File: src/rtl/instr_fetch_unit.sv
// Instruction fetch: owns the PC, reads the combinational ROM, registers word+PC into an IF/ID stage.
// Latency: 1 cycle PC->out_valid, one instruction per cycle while out_ready is high.
// Backpressure: stage and PC hold while out_valid && !out_ready; a redirect flushes regardless.
module instr_fetch_unit #(
  parameter logic [31:0] RESET_PC  = 32'h0000_0000,
  parameter logic [31:0] HALT_WORD = 32'h0000_0000
) (
  input  logic        clk,
  input  logic        reset_n,
  output logic [31:0] imem_a,
  input  logic [31:0] imem_rd,
  input  logic        redirect_valid,
  input  logic [31:0] redirect_pc,
  output logic        out_valid,
  input  logic        out_ready,
  output logic [31:0] out_instr,
  output logic [31:0] out_pc,
  output logic [31:0] out_pc_plus4,
  output logic        halted,
  output logic        misaligned,
  output logic [31:0] fetch_count
);

  logic [31:0] pc;
  logic        fetch_en;
  logic        accept;
  logic [31:0] pc_next_seq;

  assign imem_a      = pc;
  assign fetch_en    = !halted && (!out_valid || out_ready);
  assign accept      = out_valid && out_ready;
  assign pc_next_seq = pc + 32'd4;

  // The handshake completes independently of redirects, so the counter has its own process.
  always_ff @(posedge clk or negedge reset_n) begin
    if (!reset_n) begin
      fetch_count <= 32'd0;
    end else if (accept) begin
      fetch_count <= fetch_count + 32'd1;
    end
  end

  always_ff @(posedge clk or negedge reset_n) begin
    if (!reset_n) begin
      pc           <= RESET_PC;
      out_valid    <= 1'b0;
      out_instr    <= 32'd0;
      out_pc       <= 32'd0;
      out_pc_plus4 <= 32'd0;
      halted       <= 1'b0;
      misaligned   <= 1'b0;
    end else begin
      misaligned <= 1'b0;
      if (redirect_valid) begin
        pc         <= {redirect_pc[31:2], 2'b00};
        out_valid  <= 1'b0;
        halted     <= 1'b0;
        misaligned <= |redirect_pc[1:0];
      end else if (fetch_en && (imem_rd == HALT_WORD)) begin
        // Halt word is swallowed; PC stays parked on its address.
        halted    <= 1'b1;
        out_valid <= 1'b0;
      end else if (fetch_en) begin
        out_instr    <= imem_rd;
        out_pc       <= pc;
        out_pc_plus4 <= pc_next_seq;
        out_valid    <= 1'b1;
        pc           <= pc_next_seq;
      end
    end
  end

endmodule
File: config.mk
export PLATFORM = sky130hd
export DESIGN_NAME = instr_fetch_unit
export DESIGN_NICKNAME = d
export VERILOG_FILES = /design/src/rtl/instr_fetch_unit.sv
export SDC_FILE = /design/constraint.sdc
export NUM_CORES = 1
export LEC_CHECK = 0
export ABC_AREA = 1
export CAP_MARGIN = 20
export CORE_UTILIZATION = 43
export CTS_CLUSTER_SIZE = 20
export DETAILED_ROUTE_END_ITERATION = 8
export PLACE_DENSITY = 0.73
export SLEW_MARGIN = 20
export SYNTH_ARGS = -nofsm -noshare
export SYNTH_HDL_FRONTEND = slang
export SYNTH_SLANG_ARGS = --single-unit
File: constraint.sdc
create_clock -name clk -period 3.4 [get_ports clk]
set_input_delay 0.68 -clock clk [delete_from_list [all_inputs] [get_ports clk]]
set_output_delay 0.68 -clock clk [all_outputs]
set_load 0.01 [all_outputs]
==> out/metrics.csv, run 1 <==
metric,value,unit
vias,7619,
end_kind,flop,
synth_ff_type,dfrtp_1,
p_sw,1.70,mW
die_area,19100,um^2
internal-power,4.00,mW
drc,26,
clkLatencyLatePin,0.43,ns
ys_ff_latch,157,
synth_edf_count,0,
cts_buffers,17,
gp_congestion,0.925,
synth_area_leaders,"dfrtp_1 49%, nand2_1 20%, nand3_1 7.5%",
p_comb_frac,0.236,
setup.worst_path.start_class,primary input,
synth-compound-area-share,0.0484,
final_core_util,0.608,
crit_buf_inv,1,
fp.coreArea,18100,um^2
fmax,0.423,GHz
ctsHoldBuffers,0,
hold_viol,0,
yosys-top-cells-count,"425 x nand2_1, 157 x dfrtp_1, 119 x nand3_1",
crit_family,simple AND/OR/NAND/NOR gates,
ys_warn_count,0,
root_buffer,clkbuf_16,
antenna_found_initial,0,
firstDrtPassIters,7,
rsz0062_at_grt,false,
synth_area_leader_cell,dfrtp_1,
drt_iter0_markers,606,
ios,231,
p_leak,5.15,nW
critical_path.max_fanout,38,
synth.avg_cell_area,7.50,um^2
met2_usage,0.417,
dpl.cell_count,1487,
cts.sink_count,157,
cts_resized,0,
synth_top_family_by_area,simple AND/OR/NAND/NOR gates,
failed_checks,design-rule violations,
slew_violations,0,
synth_top_area_frac,0.492,
grt_pass1_vias,7478,
dieWidth,138,um
critPathRequiredTime,3.72,ns
final_layout_size_suffix_gt1_frac,0.0519,
synth-simple-area-share,0.352,
setup_viol_count_final,0,
ant_nets,0,
vdd.ir_drop.worst,0.332,mV
dp_hpwl,17.0,mm
slowest_delay,0.49,ns
yosysSeqAreaShare,0.492,
min_period,2.36,ns
via_per_inst,5.02,
nNetsFinal,1347,
globalRouteOverflowTotal,0,
clk_pin_slew,0.07,ns
diodes,0,
clockPowerShare,0.350,
area_delta_synth_final,37.6,%
grt_max_degree,76,
slew_headroom,0.443,
start_util,0.442,
worst_clock_skew,0.0150,ns
die_y,138,um
wl,23.5,mm
grt_pass1_wl,38.8,mm
cts-htree-levels,4,
powerDensity,519,nW/um^2
max-clock-path-buffers,2,
worst_pin_slew,0.832,ns
grt_use_met1,0.341,
path_cells,clkdlybuf4s50_1 > nor2_1 > nand2_1 > nor2_1 > nand2_1 > o21ai_4 > nand2_2 > o21ai_0,
cp_slowest_cell,nand2_2,
synth.most_common_cell,nand2_1,
ys_types,30,
synth_area,7990,um^2
crit_arrival,2.68,ns
busiest_layer,met2,
setup_slack,1.04,ns
setup_tns,0,ns
synthCells,1065,
critPathKind,in2reg,
track_usage,0.256,
fillers,1606,
maxCapViolations,0,
numPortBuffers,224,
pwr-share-seq,0.414,
num_rows,49,
synth-xor-area-share,0.0329,
p_sw_frac,0.298,
stdcell_count,1519,
use_met3,0.0582,
dp_slack,0.592,ns
finalCritPeriodShare,0.695,
synthMuxAreaShare,0,
hold_class,in2async,
status,"finished, violations left",
synth-adder-area-share,0.00313,
cts_tree,yes,
wl_per_cell,15.5,um
post_cts_buffers,0,
async_flop_share,1.00,
[placed cells by master, fill, tap and decap left out, types with 3 or more instances in the layout]
| cell type | instances |
|---|---|
| buf_12 | 4 |
| buf_4 | 6 |
| clkbuf_16 | 17 |
| clkbuf_8 | 5 |
| clkdlybuf4s50_1 | 223 |
| clkinvlp_4 | 3 |
| conb_1 | 6 |
| dfrtp_1 | 157 |
| inv_1 | 73 |
| inv_6 | 3 |
| nand2_1 | 425 |
| nand3_1 | 119 |
| nand3b_1 | 5 |
| nand4_1 | 5 |
| nor2_1 | 104 |
| nor2_2 | 4 |
| nor3_1 | 10 |
| o21ai_0 | 41 |
| o21ai_1 | 20 |
| o21ai_2 | 6 |
| or2_2 | 7 |
| xnor2_1 | 4 |
| xor2_1 | 26 |
[through the flow]
step                      cell area, um^2  hold WS, ns  power (mW)
after global routing                11000        0.332        5.97
after CTS                           11000        0.316        5.74
after floorplan                      8010        0.384        2.93
final                               11000        0.264        5.70
after detailed placement            10400        0.458        3.74
after global placement              10400        0.453        3.72
[metal layers]
metal,routed length [um],up-vias,part of all wire
met5,0,-,0
met4,332,0,0.014
met3,1640,28,0.070
met2,11200,268,0.48
met1,10400,3558,0.44
li1,-,3765,-
[power by group through the flow]
stage	Clock (mW)	Combinational, mW	Sequential, mW
after floorplan	0	0.468	2.46
after global placement	0	1.33	2.38
after detailed placement	0	1.35	2.38
after CTS	2.02	1.36	2.36
after global routing	2.09	1.48	2.40
final	1.99	1.35	2.36
[path summary, 6_finish.rpt]
path,from,end,slack (ns),depth (start not counted)
max in group asynchronous,reset_n,fetch_count[10]$_DFFE_PN0P_,2.25,2
worst min register to register,out_instr[24]$_DFFE_PN0P_,out_instr[24]$_DFFE_PN0P_,0.47,2
min in group clk,out_instr[24]$_DFFE_PN0P_,out_instr[24]$_DFFE_PN0P_,0.47,2
worst max register to register,imem_a[2]$_DFFE_PN0P_,imem_a[14]$_DFFE_PN0P_,1.18,11
worst min-delay path,reset_n,out_pc[25]$_DFFE_PN0P_,0.26,1
worst max-delay path,imem_rd[21],imem_a[5]$_DFFE_PN0P_,1.04,8
[state kept, by name, indices dropped and copies added (netlist names)]
| signal | count |
|---|---|
| fetch_count | 32 |
| imem_a | 30 |
| out_valid | 1 |
| misaligned | 1 |
| halted | 1 |
| out_pc_plus4 | 30 |
| out_instr | 32 |
| out_pc | 30 |
[logic make-up after synthesis]
family / count (synthesis)
AO/OA/AOI/OAI: 70
flip-flops: 157
other: 1
buffers and inverters: 121
AND/OR/NAND/NOR: 684
adder cells (fa/ha/maj): 2
XOR/XNOR: 30
[area by class of cell]
class,count,area (um^2),share of cell area
multi-input cells,792,3510,0.319
inverters,75,282,0.0256
flip-flops and latches,157,3930,0.357
well taps,229,287,0.0261
clock buffers,22,494,0.0450
clock inverters,10,126,0.0115
repair buffers,234,2370,0.215
Note: power is estimated with default switching activity, not from simulation.
==> run 2, diff against run 1 <==
--- a/config.mk
+++ b/config.mk
@@ -10,7 +10,7 @@
 export CORE_UTILIZATION = 43
 export CTS_CLUSTER_SIZE = 20
 export DETAILED_ROUTE_END_ITERATION = 8
-export PLACE_DENSITY = 0.73
+export PLACE_DENSITY = 0.76
 export SLEW_MARGIN = 20
 export SYNTH_ARGS = -nofsm -noshare
 export SYNTH_HDL_FRONTEND = slang
==> constraint.sdc (replaced) <==
create_clock -name clk -period 2.1 [get_ports clk]
set_input_delay 0.42 -clock clk [delete_from_list [all_inputs] [get_ports clk]]
set_output_delay 0.42 -clock clk [all_outputs]
set_load 0.01 [all_outputs]
==> run 2 against run 1 <==
Compared with the run above: the flow still finishes with violations (design-rule violations); wire length barely moved; count of clock-buffer cells in the layout down 2; hold slack better by 0.18 ns; sequential cell count did not move; largest power group unchanged; highest routed layer unchanged.
==> out/metrics.csv, run 2 (synthesis gave the netlist of run 1 again) <==
metric,value,unit
status,"finished, violations left",
failed_checks,design-rule violations,
layout_common_cells,"425 x nand2_1, 223 x clkdlybuf4s50_1, 157 x dfrtp_1, 119 x nand3_1, 103 x nor2_1",
cts_buffers,17,
p_leak,5.28,nW
internal-power,6.48,mW
max-clock-path-buffers,2,
wl_per_cell,15.2,um
crit_family,buffers and inverters,
slowest_delay,0.60,ns
gp_congestion,0.920,
dp_slack,-0.194,ns
powerDensity,819,nW/um^2
track_usage,0.256,
cts.sink_count,157,
crit_arrival,1.53,ns
cts-htree-levels,4,
rr_worst_depth,10,
pwr-share-seq,0.417,
grt_pass1_vias,7522,
num_rows,49,
critPathRequiredTime,1.68,ns
layout_commonest_cell,nand2_1,
setup_slack,0.152,ns
worst_clock_skew,0.00751,ns
fp.coreArea,18100,um^2
die_y,138,um
dp_hpwl,17.5,mm
critPathKind,reg2out,
p_sw_frac,0.295,
setup_viol_count_final,0,
slew_violations,0,
r2r_setup_slack,0.15,ns
p_comb_frac,0.243,
p_sw,2.71,mW
dieWidth,138,um
vdd.ir_drop.worst,0.582,mV
fmax,0.513,GHz
critical_path.max_fanout,6,
path_cells,clkdlybuf4s50_1,
end_kind,primary output,
rsz0062_at_grt,false,
finalCritPeriodShare,0.928,
hold_viol,0,
firstDrtPassIters,7,
grt_max_degree,55,
cp_slowest_cell,clkdlybuf4s50_1,
root_buffer,clkbuf_16,
power,9.19,mW
startpoint,imem_a[20]$_DFFE_PN0P_,
rr_endpoint,imem_a[30]$_DFFE_PN0P_,
cts_tree,yes,
worst_pin_slew,0.536,ns
nNetsFinal,1375,
setup.worst_path.start_class,flop,
final_layout_size_suffix_gt1_frac,0.0691,
ant_nets,0,
worst_r2r_startpoint,imem_a[3]$_DFFE_PN0P_,
grt_pass1_wl,38.6,mm
drc,20,
maxCapViolations,0,
clk_pin_slew,0.06,ns
vias,7702,
via_per_inst,4.99,
reg_top3,"fetch_count x32, out_instr x32",
clkLatencyLatePin,0.42,ns
wl,23.5,mm
globalRouteOverflowTotal,0,
fillers,1575,
diodes,0,
area_delta_synth_final,40.3,%
start_util,0.442,
die_area,19100,um^2
crit_buf_inv,1,
min_period,1.95,ns
numPortBuffers,224,
hold_class,in2async,
antenna_found_initial,0,
slew_headroom,0.642,
drt_iter0_markers,564,
ios,231,
clockPowerShare,0.340,
[run 2: worst max-delay path by stage]
| stage | to | slack (ns) | depth (start not counted) |
|---|---|---|---|
| global route | imem_a[30]$_DFFE_PN0P_ | 0.03 | 10 |
| detailed placement | out_pc[8]$_DFFE_PN0P_ | -0.19 | 11 |
| floorplan | imem_a[26]$_DFFE_PN0P_ | 0.43 | 10 |
| CTS | imem_a[30]$_DFFE_PN0P_ | 0.08 | 10 |
| global placement | out_valid$_DFFE_PN0P_ | -0.14 | 10 |
| finish | imem_a[20] | 0.15 | 1 |
[run 2: power by group through the flow]
stage,combinational [mW],clock [mW],sequential [mW]
finish,2.23,3.12,3.84
global route,2.44,3.28,3.89
CTS,2.25,3.16,3.83
detailed placement,2.24,0,3.87
global placement,2.20,0,3.87
floorplan,0.757,0,3.99
[run 2: through the flow]
stage | hold slack [ns] | instance area [um^2] | setup TNS, ns | std cells | utilization
floorplan | 0.124 | 8010 | 0 | 1070 | -
global placement | 0.316 | 10600 | -9.27 | 1514 | 0.587
detailed placement | 0.314 | 10600 | -13.28 | 1514 | 0.587
CTS | 0.445 | 11200 | 0 | 1545 | 0.620
global route | 0.483 | 11200 | 0 | 1545 | 0.620
finish | 0.442 | 11200 | 0 | 1545 | 0.620
[run 2: final cells by class]
cell class,count,area (um^2),share of cell area
timing repair buffer,262,2620,0.234
sequential,157,3930,0.350
inverter,75,282,0.0251
clock inverter,10,140,0.0125
multi-input combinational,792,3510,0.313
tap,229,287,0.0256
clock buffer,20,447,0.0398
[run 2: layer usage]
layer | GRT usage | vias to the layer above | wire length [um]
met5 | 0 | - | 0
met3 | 0.0423 | 34 | 1340
li1 | - | 3808 | -
met1 | 0.347 | 3623 | 10500
met4 | 0.0905 | 0 | 436
met2 | 0.415 | 237 | 11200
[run 2: repair_timing]
action	CTS	global route
gates resized for setup	0	1
hold endpoints to repair	25	0
setup endpoints to repair	0	2
hold buffers	1	0
setup buffers	0	0
